--- config.mk ---
export PLATFORM = sky130hd
export DESIGN_NAME = cic_decimator
export DESIGN_NICKNAME = d
export VERILOG_FILES = /design/src/rtl/cic_decimator.sv
export SDC_FILE = /design/constraint.sdc
export NUM_CORES = 1
export LEC_CHECK = 0
export BUFFER_PORTS_ARGS = -buffer_cell sky130_fd_sc_hd__buf_2
export CAP_MARGIN = 25
export CELL_PAD_IN_SITES_DETAIL_PLACEMENT = 0
export CELL_PAD_IN_SITES_GLOBAL_PLACEMENT = 1
export CORE_UTILIZATION = 51
export CTS_BUF_LIST = sky130_fd_sc_hd__clkbuf_8
export DETAILED_ROUTE_END_ITERATION = 12
export PLACE_DENSITY_LB_ADDON = 0.2
export SLEW_MARGIN = 10
export SYNTH_ARGS = -nofsm -noshare
export SYNTH_HDL_FRONTEND = slang
export SYNTH_SLANG_ARGS = --single-unit
--- constraint.sdc ---
create_clock -name clk -period 5.8 [get_ports clk]
set_input_delay 0.29 -clock clk [delete_from_list [all_inputs] [get_ports clk]]
set_output_delay 0.29 -clock clk [all_outputs]
set_load 0.03 [all_outputs]
--- src/rtl/cic_decimator.sv ---
`default_nettype none
// ============================================================================
// Module   : cic_decimator
// Purpose  : N-stage CIC decimator, ratio R, truncating output scaling.
// Revision : 1.0 - initial release
// ============================================================================
module cic_decimator #(
    parameter int N  = 3,
    parameter int R  = 8,
    parameter int IW = 12,
    parameter int OW = 12
) (
    input  logic                 clk,
    input  logic                 reset_n,
    input  logic                 in_valid,
    input  logic signed [IW-1:0] in_data,
    output logic                 out_valid,
    output logic signed [OW-1:0] out_data
);

    localparam int BW = IW + N * $clog2(R);
    localparam int PW = $clog2(R);
    localparam logic [PW-1:0] C_LAST = PW'(R - 1);

    logic [BW-1:0] r_integ    [N];
    logic [BW-1:0] r_comb_dly [N];
    logic [BW-1:0] w_comb_in  [N];
    logic [BW-1:0] w_comb_out [N];
    logic [BW-1:0] w_in_ext;
    logic [PW-1:0] r_phase;
    logic          r_strobe;
    logic          w_last;

    assign w_in_ext = {{(BW-IW){in_data[IW-1]}}, in_data};
    assign w_last   = (r_phase == C_LAST);

    // Each stage adds the pre-update value of its predecessor: one pipeline
    // register per stage, all wrapping modulo 2^BW.
    always_ff @(posedge clk or negedge reset_n) begin
        if (!reset_n) begin
            for (int i = 0; i < N; i++) begin
                r_integ[i] <= '0;
            end
        end else if (in_valid) begin
            r_integ[0] <= r_integ[0] + w_in_ext;
            for (int k = 1; k < N; k++) begin
                r_integ[k] <= r_integ[k] + r_integ[k-1];
            end
        end
    end

    always_ff @(posedge clk or negedge reset_n) begin
        if (!reset_n) begin
            r_phase  <= '0;
            r_strobe <= 1'b0;
        end else begin
            r_strobe <= in_valid && w_last;
            if (in_valid) begin
                r_phase <= w_last ? '0 : r_phase + PW'(1);
            end
        end
    end

    assign w_comb_in[0] = r_integ[N-1];

    generate
        for (genvar k = 0; k < N; k++) begin : g_comb
            assign w_comb_out[k] = w_comb_in[k] - r_comb_dly[k];
            if (k < N - 1) begin : g_link
                assign w_comb_in[k+1] = w_comb_out[k];
            end
        end
    endgenerate

    // Comb delays and the output register only move on the decimation strobe.
    always_ff @(posedge clk or negedge reset_n) begin
        if (!reset_n) begin
            for (int i = 0; i < N; i++) begin
                r_comb_dly[i] <= '0;
            end
            out_valid <= 1'b0;
            out_data  <= '0;
        end else begin
            out_valid <= r_strobe;
            if (r_strobe) begin
                for (int i = 0; i < N; i++) begin
                    r_comb_dly[i] <= w_comb_in[i];
                end
                out_data <= w_comb_out[N-1][BW-1 -: OW];
            end
        end
    end

endmodule
`default_nettype wire
==> key figures, run 1 <==
Yosys
  • Seq cells post-synth: approximately 140
  • Synth unique cells: 77
  • Synthesized area per cell: between 9 and 10 sq um
  • Post-synth ARST share: 100%
  • Sequential element share of the synthesized area: between 30% and 40%
  • Syn Nets: between 1,000 and 1,500
  • Number of synthesized flops with an enable pin: 0
  • Primary FF master, synth: dfrtp_1
  • Synthesized area: approximately 11,000 sq um
  • Post-synth top area share: approximately 33%
  • Warnings from Yosys: 0
  • Area contributors post-synth: dfrtp_1, ha_1, mux2_2
  • Yosys top cell by area: dfrtp_1
  • Post-Syn Instances: between 1,000 and 1,500

Place
  • Final HPWL from detailed placement: 15.0 mm
  • Placed insts: ~1,500
  • PortBufs: 27
  • RD Place Congestion: roughly 0.8

Clocking
  • CTS Sinks: roughly 140
  • CTS tree: built
  • Clock-pin slew on the worst setup and hold paths: about 0.08 ns
  • CTS buffer count: 17
  • Skew-Pair Late Insertion Delay: around 0.45 ns
  • H-tree level count: 4
  • Clock Tree Root: clkbuf_8
  • Clock tree buffer depth: 2

Floorplanning
  • Die area: ~22,000 sq um
  • Num ports: 28
  • Initial Utilization: 51.8%
  • CORE AREA: approximately 21,000 sq um
  • Die width: 148 microns
  • Rows: 53
  • Die Y: approximately 150 microns

GRT
  • Vias in the first global route: 7,910
  • First-pass GRT wire length: 35.5 mm
  • GRT overflow: 0
  • GRT Total Usage: 19.7%
  • Initial antenna violation count: 0
  • Largest net degree at the start of global routing: 86

Timing
  • Worst Skew: ~0.010 ns
  • Pins Over Slew Limit: 0
  • Min cycle time layout: 5.39 ns
  • Setup TNS: 0 ns
  • Slew HR: between 40% and 50%
  • Worst hold margin: 0.185 ns
  • Final setup vio count: 0
  • RSZ-0062 raised after global routing: no
  • Worst-margin pin slew: 0.848 ns
  • Fmax: 0.185 GHz
  • Hold Vio Cnt, Final: 0
  • Final Cycle Share: between 90% and 100%

Min path
  • Hold Path Class: input pin to flop

Flow run
  • Max Cap Viol: 0

Worst setup path
  • CP peak stage delay: roughly 0.40 ns
  • Crit path buffers/inverters: 1
  • Crit path capture type: flop
  • Crit-path slowest cell: fa_1
  • Crit-path cells: inv_1, ha_1, fa_1, nand2b_1, a21o_1, a211oi_2, o21a_1, nor2_1, xnor2_1, ha_1, and3_1, a221oi_1, o21ba_1, o21ai_1, xor2_1, ha_1, nand2_1, a2111o_1, o21a_1, o21ai_1, a21oi_1, xnor2_1, mux2_2
  • Most frequent CP cell: ha_1
  • CP Max Fanout: 6
  • Worst EP arrival: about 5.7 ns
  • Largest delay share family, worst path: compound AO/OA/AOI/OAI gates
  • Crit path launch type: flop
  • Crit path kind: flop to flop
  • Critical Path RT: approximately 6 ns

Drt
  • Post-route ant nets: 0
  • Vias: roughly 8,100
  • Drt first pass iters: 9
  • Drt drc: 2
  • Starting DRT DRC Count: slightly above 300
  • Via/cell ratio: around 5.4
  • Final wirelength: around 20 mm
  • WL/cell: 13.6 microns

Final layout
  • FILL cells: 1,988
  • Fin cells: 1,488
  • Nets: between 1,000 and 1,500
  • Most frequent cells in the layout: dfrtp_1, ha_1, inv_1
  • Layout cells sized above 1: approximately an eighth
  • Area Overhead vs Synth: 8.04%
  • Antenna cell count: 0
  • Most common cell after layout, fill and taps aside: dfrtp_1

Outcome
  • Violated checks: design-rule violations
  • Outcome: finished with violations
logic make-up (layout without fill, tap and decap cells):
family | count (synthesis) | after routing | synth area share (%)
flops | 143 | 143 | 32.9
mux | 63 | 63 | 6.52
fa+ha+maj | 126 | 126 | 14.9
compound gates | 344 | 344 | 22.0
xor+xnor | 82 | 82 | 6.74
simple gates | 283 | 283 | 12.4
buf+inv | 133 | 172 | 4.60
registers in the layout, indices dropped and copies added, names as in the netlist:
name,cells
out_data,12
out_valid,1
r_comb_dly,63
r_integ,63
r_phase,3
r_strobe,1
routing by layer:
layer / part of all wire, % / global-route usage, % / vias up / wire [microns]
li1: - / - / 4267 / -
met5: 0 / 0 / - / 0
met2: 49 / 35.1 / 65 / 9830
met3: 1.9 / 3.06 / 10 / 382
met4: 0.72 / 4.64 / 0 / 146
met1: 49 / 24.9 / 3754 / 9900
worst paths after layout:
check	to	cells past startpoint	slack [ns]	from
min in group asynchronous	r_comb_dly[1]	2	0.40	reset_n
setup / recovery	out_data[10]	23	0.41	r_integ[0]
hold reg to reg	out_data[5]	2	0.48	out_data[5]
max in group asynchronous	r_strobe	4	4.26	reset_n
hold / removal	r_integ[42]	3	0.19	in_data[0]
setup reg to reg	out_data[10]	23	0.41	r_integ[0]
worst register-to-register path, delay by kind of cell, from the launching register on:
kind / cells / cell delay, ns
AO/OA/AOI/OAI: 10 / 2.30
adder cells (fa/ha/maj): 4 / 1.29
AND/OR/NAND/NOR: 4 / 0.49
XOR/XNOR: 3 / 0.49
flip-flops: 1 / 0.39
multiplexers: 1 / 0.26
buffers and inverters: 1 / 0.08
per-stage QoR:
step / instance area (sq um) / setup slack (ns) / util, %
floorplan: 10900 / 0.662 / -
global route: 11700 / 0.0109 / 56.0
CTS: 11700 / 0.253 / 55.7
finish: 11700 / 0.408 / 56.0
global placement: 11300 / 0.501 / 53.9
detailed placement: 11300 / 0.363 / 53.9
timing repair:
action / 4_1_cts / 5_1_grt
hold endpoints to repair: 70 / 0
resized for setup: 0 / 3
setup endpoints to repair: 0 / 2
hold buffers: 1 / 0
buffers inserted: 0 / 2
cell type report:
| class | count | area (sq um) | share of cell area [%] |
|---|---|---|---|
| clock buffers | 19 | 262 | 2.23 |
| clock inverters | 12 | 121 | 1.03 |
| inverters | 105 | 394 | 3.36 |
| multi-input cells | 898 | 6800 | 58.0 |
| flip-flops and latches | 143 | 3580 | 30.5 |
| well taps | 275 | 344 | 2.93 |
| repair buffers | 36 | 231 | 1.97 |
Yosys cell counts (5+ instances only):
| master | number |
|---|---|
| xor2_1 | 18 |
| xnor2_1 | 63 |
| o211ai_1 | 12 |
| mux2_2 | 58 |
| nand2_1 | 90 |
| a21oi_1 | 72 |
| and3_1 | 17 |
| o21a_1 | 27 |
| a21o_1 | 42 |
| nand3_1 | 14 |
| o21ai_0 | 76 |
| a311oi_1 | 5 |
| a211oi_1 | 11 |
| o31ai_1 | 8 |
| inv_1 | 105 |
| nor2_1 | 82 |
| fa_1 | 5 |
| clkbuf_1 | 25 |
| o21ai_1 | 10 |
| nor3_1 | 16 |
| ha_1 | 121 |
| or3_1 | 9 |
| o311ai_0 | 5 |
| nor2b_1 | 18 |
| nand2b_1 | 11 |
| o21bai_1 | 12 |
| dfrtp_1 | 143 |
Power of run 1 is left out: the tool's default activity adds up to more than one toggle a clock period on the data nets, which glitch-free logic cannot reach.
==> run 2, diff against run 1 <==
CELL_PAD_IN_SITES_DETAIL_PLACEMENT = 2   (was 0)
CELL_PAD_IN_SITES_GLOBAL_PLACEMENT = 2   (was 1)
CORE_UTILIZATION = 42   (was 51)
==> run 2 against run 1 <==
Net effect:
- the run now ends clean
- cell count rose by 3.7%
- wire length rose by 37%
- global-route usage rose by 2.5 points
- critical path type unchanged
- worst setup slack got worse by 0.12 ns
==> key figures, run 2 (synthesized netlist as in run 1, its figures left out) <==
Outcome
  • Outcome: finished clean

Worst setup path
  • Crit path capture type: flop
  • Critical Path RT: 6.15 ns
  • Crit path kind: flop to flop
  • R2R cell count: 23
  • R2R Setup Slk: between 0.2 and 0.3 ns
  • Reg-to-reg endpoint: out_data[11]
  • CP Max Fanout: 4
  • Critical R2R Launch: r_integ[5]
  • Crit path launch type: flop
  • CP peak stage delay: approximately 0.45 ns
  • Crit-path slowest cell: dfrtp_1
  • Worst EP arrival: just under 6 ns
  • CP Launch Point: r_integ[5]
  • Crit-path cells: ha_1, a21o_1, nor3_1, a211oi_4, a221o_1, a21o_1, a21oi_1, xnor2_1, ha_1, nand4_1, nor2_1, and3_1, a211oi_2, inv_1, a21oi_1, xnor2_1, ha_1, a21o_1, a21oi_1, o21ai_2, a311oi_2, xnor2_1, o21ai_1
  • Largest delay share family, worst path: compound AO/OA/AOI/OAI gates
  • Crit path buffers/inverters: 1

Final layout
  • Largest regs: r_comb_dly: 63 flops, r_integ: 63 flops, out_data: 12 flops
  • Nets: 1,341
  • Antenna cell count: 0
  • Most frequent cells in the layout: dfrtp_1, ha_1, inv_1
  • Area Overhead vs Synth: 8.95%
  • Fin cells: roughly 1,500
  • Most common cell after layout, fill and taps aside: dfrtp_1
  • Layout cells sized above 1: 12.8%

Place
  • RD Place Congestion: around 0.83
  • PortBufs: 27
  • Final HPWL from detailed placement: 20.5 mm
  • Placed insts: 1,508

Drt
  • WL/cell: ~18 microns
  • Drt drc: 0
  • Final wirelength: ~28 mm
  • Starting DRT DRC Count: approximately 260
  • Via/cell ratio: about 5.7
  • Vias: between 8,000 and 9,000
  • Drt first pass iters: 4
  • Post-route ant nets: 0

Min path
  • Hold Path Class: input pin to flop
  • WHS Endpoint: r_integ[42]
  • Hold path cells: 3
  • Hold path start: in_data[0]

Timing
  • Slew HR: about two fifths
  • Worst Skew: ~0.018 ns
  • Hold Vio Cnt, Final: 0
  • Final Cycle Share: a little over nine tenths
  • Pins Over Slew Limit: 0
  • Fmax: 0.182 GHz
  • Min cycle time layout: about 5.5 ns
  • Final setup vio count: 0
  • Worst-margin pin slew: ~0.9 ns

GRT
  • First-pass GRT wire length: 47.8 mm
  • GRT overflow: 0
  • GRT Total Usage: ~22%
  • Largest net degree at the start of global routing: between 90 and 100
  • Initial antenna violation count: 0
  • Vias in the first global route: between 9,000 and 10,000

Clocking
  • Clock tree buffer depth: 2
  • Skew-Pair Late Insertion Delay: 0.49 ns
  • Clock-pin slew on the worst setup and hold paths: 0.11 ns
  • CTS tree: built
  • CTS Sinks: 143
  • Clock Tree Root: clkbuf_8
  • CTS buffer count: 17
  • H-tree level count: 4

Floorplanning
  • Die width: about 160 microns
  • Num ports: 28
  • Die Y: 163 microns
  • CORE AREA: 25,300 sq um
  • Die area: 26,500 sq um
  • Rows: between 50 and 60
  • Initial Utilization: about 43%

Flow run
  • Max Cap Viol: 0
## run 2: timing repair
item,in CTS,in global routing
endpoints found under the hold margin,91,0
hold buffers,1,0
setup buffers,0,2
resized for setup,0,12
setup endpoints to repair,0,4
## run 2: layer usage
layer	global-route usage (%)	vias to the layer above	wire length (microns)
met2	42.6	65	14800
met1	25.5	4380	12100
met4	6.03	0	376
met3	2.67	33	417
li1	-	4248	-
met5	0	-	0
## run 2: worst reg2reg max path, cell delays in order (launching register included)
cell and delay (ns):
dfrtp_1 0.45, ha_1 0.37, a21o_1 0.22, nor3_1 0.35, a211oi_4 0.13, a221o_1 0.39
a21o_1 0.20, a21oi_1 0.20, xnor2_1 0.18, ha_1 0.33, nand4_1 0.19, nor2_1 0.06
and3_1 0.18, a211oi_2 0.27, inv_1 0.08, a21oi_1 0.18, xnor2_1 0.18, ha_1 0.33
a21o_1 0.20, a21oi_1 0.23, o21ai_2 0.13, a311oi_2 0.29, xnor2_1 0.16, o21ai_1 0.08
## run 2: worst max-delay path by stage
stage / end / cells past startpoint
2_1_floorplan: out_data[11] / 22
3_3_place_gp: out_data[11] / 25
3_5_place_dp: out_data[11] / 25
4_1_cts: out_data[11] / 25
5_1_grt: out_data[11] / 23
6_report: out_data[11] / 23
## run 2: area by class of cell
| type | count | area, sq um |
|---|---|---|
| fillers | 2789 | 13400 |
| flip-flops and latches | 143 | 3580 |
| well taps | 330 | 413 |
| clock inverters | 15 | 169 |
| multi-input cells | 898 | 6840 |
| clock buffers | 17 | 234 |
| inverters | 105 | 394 |
| repair buffers | 35 | 204 |
## run 2: stage by stage
stage	utilization (%)	setup TNS, ns	setup WS, ns	area (sq um)	hold slack (ns)
global placement	45.0	0	0.446	11400	0.447
CTS	46.6	0	0.135	11800	0.131
finish	46.9	0	0.293	11800	0.148
floorplan	-	0	0.662	10900	-0.00559
detailed placement	45.0	0	0.156	11400	0.454
global route	46.9	-0.0638	-0.0347	11800	0.138
Power of run 2 is left out for the same reason.
==> run 3, diff against run 2 <==
--- a/config.mk
+++ b/config.mk
@@ -14,5 +14,5 @@
 export DETAILED_ROUTE_END_ITERATION = 12
 export PLACE_DENSITY_LB_ADDON = 0.2
-export SLEW_MARGIN = 10
+export SLEW_MARGIN = 20
 export SYNTH_ARGS = -nofsm -noshare
 export SYNTH_HDL_FRONTEND = slang
==> constraint.sdc (replaced) <==
create_clock -name clk -period 5.8 [get_ports clk]
set_input_delay 0.87 -clock clk [delete_from_list [all_inputs] [get_ports clk]]
set_output_delay 0.87 -clock clk [all_outputs]
set_load 0.03 [all_outputs]
==> run 3 against run 2 <==
Net effect:
- register-to-register slack improved by 0.03 ns
- clock-buffer cell count up 3
- non-clock buffer count unchanged
- critical path depth grew 2
- flip-flop and latch count stayed put
- die area unchanged
- design area barely moved
- global-route usage is 0.073 points higher
- worst setup slack gained 0.026 ns
- highest routed layer unchanged
- wire length is 1.6% higher
- clock skew rose by 0.00096 ns
==> key figures, run 3 (synthesized netlist as in run 1, its figures left out) <==
Outcome
  • Outcome: finished clean

Floorplanning
  • Die width: roughly 160 microns
  • CORE AREA: around 25,000 sq um
  • Initial Utilization: a little over two fifths
  • Num ports: 28
  • Die area: between 20,000 and 30,000 sq um
  • Die Y: about 160 microns
  • Rows: 58

Drt
  • Drt drc: 0
  • Final wirelength: roughly 28 mm
  • Via/cell ratio: 5.68
  • WL/cell: around 18 microns
  • Vias: about 8,800
  • Starting DRT DRC Count: roughly 280
  • Post-route ant nets: 0
  • Drt first pass iters: 4

Timing
  • Hold Vio Cnt, Final: 0
  • Setup TNS: 0 ns
  • Final setup vio count: 0
  • Worst-margin pin slew: 0.857 ns
  • Fmax: 0.182 GHz
  • Min cycle time layout: approximately 5.5 ns
  • Pins Over Slew Limit: 0
  • Final Cycle Share: roughly 95%
  • Setup ws final: roughly 0.32 ns
  • Slew HR: a little over two fifths
  • Worst Skew: 0.0186 ns
  • RSZ-0062 raised after global routing: no

Place
  • Place WS: 0.195 ns
  • RD Place Congestion: a little over 0.8
  • Final HPWL from detailed placement: approximately 21 mm
  • PortBufs: 27

Final layout
  • Most common cell after layout, fill and taps aside: dfrtp_1
  • Layout cells sized above 1: 12.6%
  • Most frequent cells in the layout: dfrtp_1, ha_1, inv_1
  • FILL cells: about 2,700
  • Antenna cell count: 0
  • Largest regs: r_comb_dly: 63 flops, r_integ: 63 flops, out_data: 12 flops
  • Nets: roughly 1,300
  • Area Overhead vs Synth: 8.98%
  • Layout Utilization: roughly 47%

Worst setup path
  • Crit path capture type: flop
  • Most frequent CP cell: a21oi_1
  • CP peak stage delay: 0.40 ns
  • Crit-path slowest cell: fa_1
  • Crit path kind: flop to flop
  • Critical Path RT: between 6 and 7 ns
  • CP Max Fanout: 4
  • Worst EP arrival: ~5.8 ns
  • Crit path launch type: flop

Min path
  • Hold Path Class: input pin to asynchronous set/reset pin

Clocking
  • Clock Tree Root: clkbuf_8
  • CTS buffer count: 17
  • Skew-Pair Late Insertion Delay: ~0.47 ns
  • CTS tree: built
  • Clock-pin slew on the worst setup and hold paths: 0.09 ns
  • Hold_buf cts: 0
  • CTS Sinks: about 140
  • H-tree level count: 4
  • Clock tree buffer depth: 2

GRT
  • Largest net degree at the start of global routing: slightly above 90
  • First-pass GRT wire length: 47.8 mm
  • Vias in the first global route: a little under 10,000
  • GRT Total Usage: around 22%
  • GRT overflow: 0
  • Initial antenna violation count: 0

Flow run
  • Max Cap Viol: 0
[run 3: cell type report]
class | count | area, sq um | area share (%)
tap | 330 | 413 | 3.49
inverter | 105 | 394 | 3.33
multi-input combinational | 898 | 6820 | 57.6
clock inverter | 11 | 154 | 1.30
clock buffer | 20 | 275 | 2.33
timing repair buffer | 35 | 201 | 1.70
sequential | 143 | 3580 | 30.3
[run 3: final timing paths]
| path | from | endpoint | slack (ns) | cells after the start |
|---|---|---|---|---|
| setup / recovery | r_integ[0] | out_data[10] | 0.32 | 25 |
| hold / removal | reset_n | r_comb_dly[2] | 0.48 | 1 |
| setup reg to reg | r_integ[0] | out_data[10] | 0.32 | 25 |
| hold reg to reg | out_data[7] | out_data[7] | 0.50 | 2 |
| max in group asynchronous | reset_n | r_strobe | 4.01 | 2 |
| min in group clk | out_data[7] | out_data[7] | 0.50 | 2 |
[run 3: timing repair]
| action | in CTS | in global routing |
|---|---|---|
| setup buffers | 0 | 3 |
| setup endpoints to repair | 0 | 4 |
| gates resized for setup | 0 | 9 |
| endpoints found under the hold margin | 0 | 0 |
[run 3: per-layer routing]
layer | up-vias | track usage, % | routed length, microns
li1 | 4248 | - | -
met1 | 4410 | 26.0 | 12400
met2 | 70 | 42.4 | 15000
met3 | 30 | 2.37 | 320
met4 | 0 | 6.33 | 390
met5 | - | 0 | 0
[run 3: critical path, delay by kind of cell, from the launching register on]
family	cells	cell delay (ns)
fa+ha+maj	4	1.32
flops	1	0.38
mux	1	0.26
buf+inv	2	0.16
compound gates	11	2.08
simple gates	4	0.68
xor+xnor	3	0.51
[run 3: per-stage QoR]
| stage | cell area [sq um] | hold slack (ns) | cells |
|---|---|---|---|
| 2_1_floorplan | 10900 | 0.352 | 1174 |
| 3_3_place_gp | 11400 | 0.465 | 1508 |
| 3_5_place_dp | 11400 | 0.479 | 1508 |
| 4_1_cts | 11800 | 0.500 | 1539 |
| 5_1_grt | 11800 | 0.528 | 1542 |
| 6_report | 11800 | 0.479 | 1542 |
Power of run 3 is left out for the same reason.
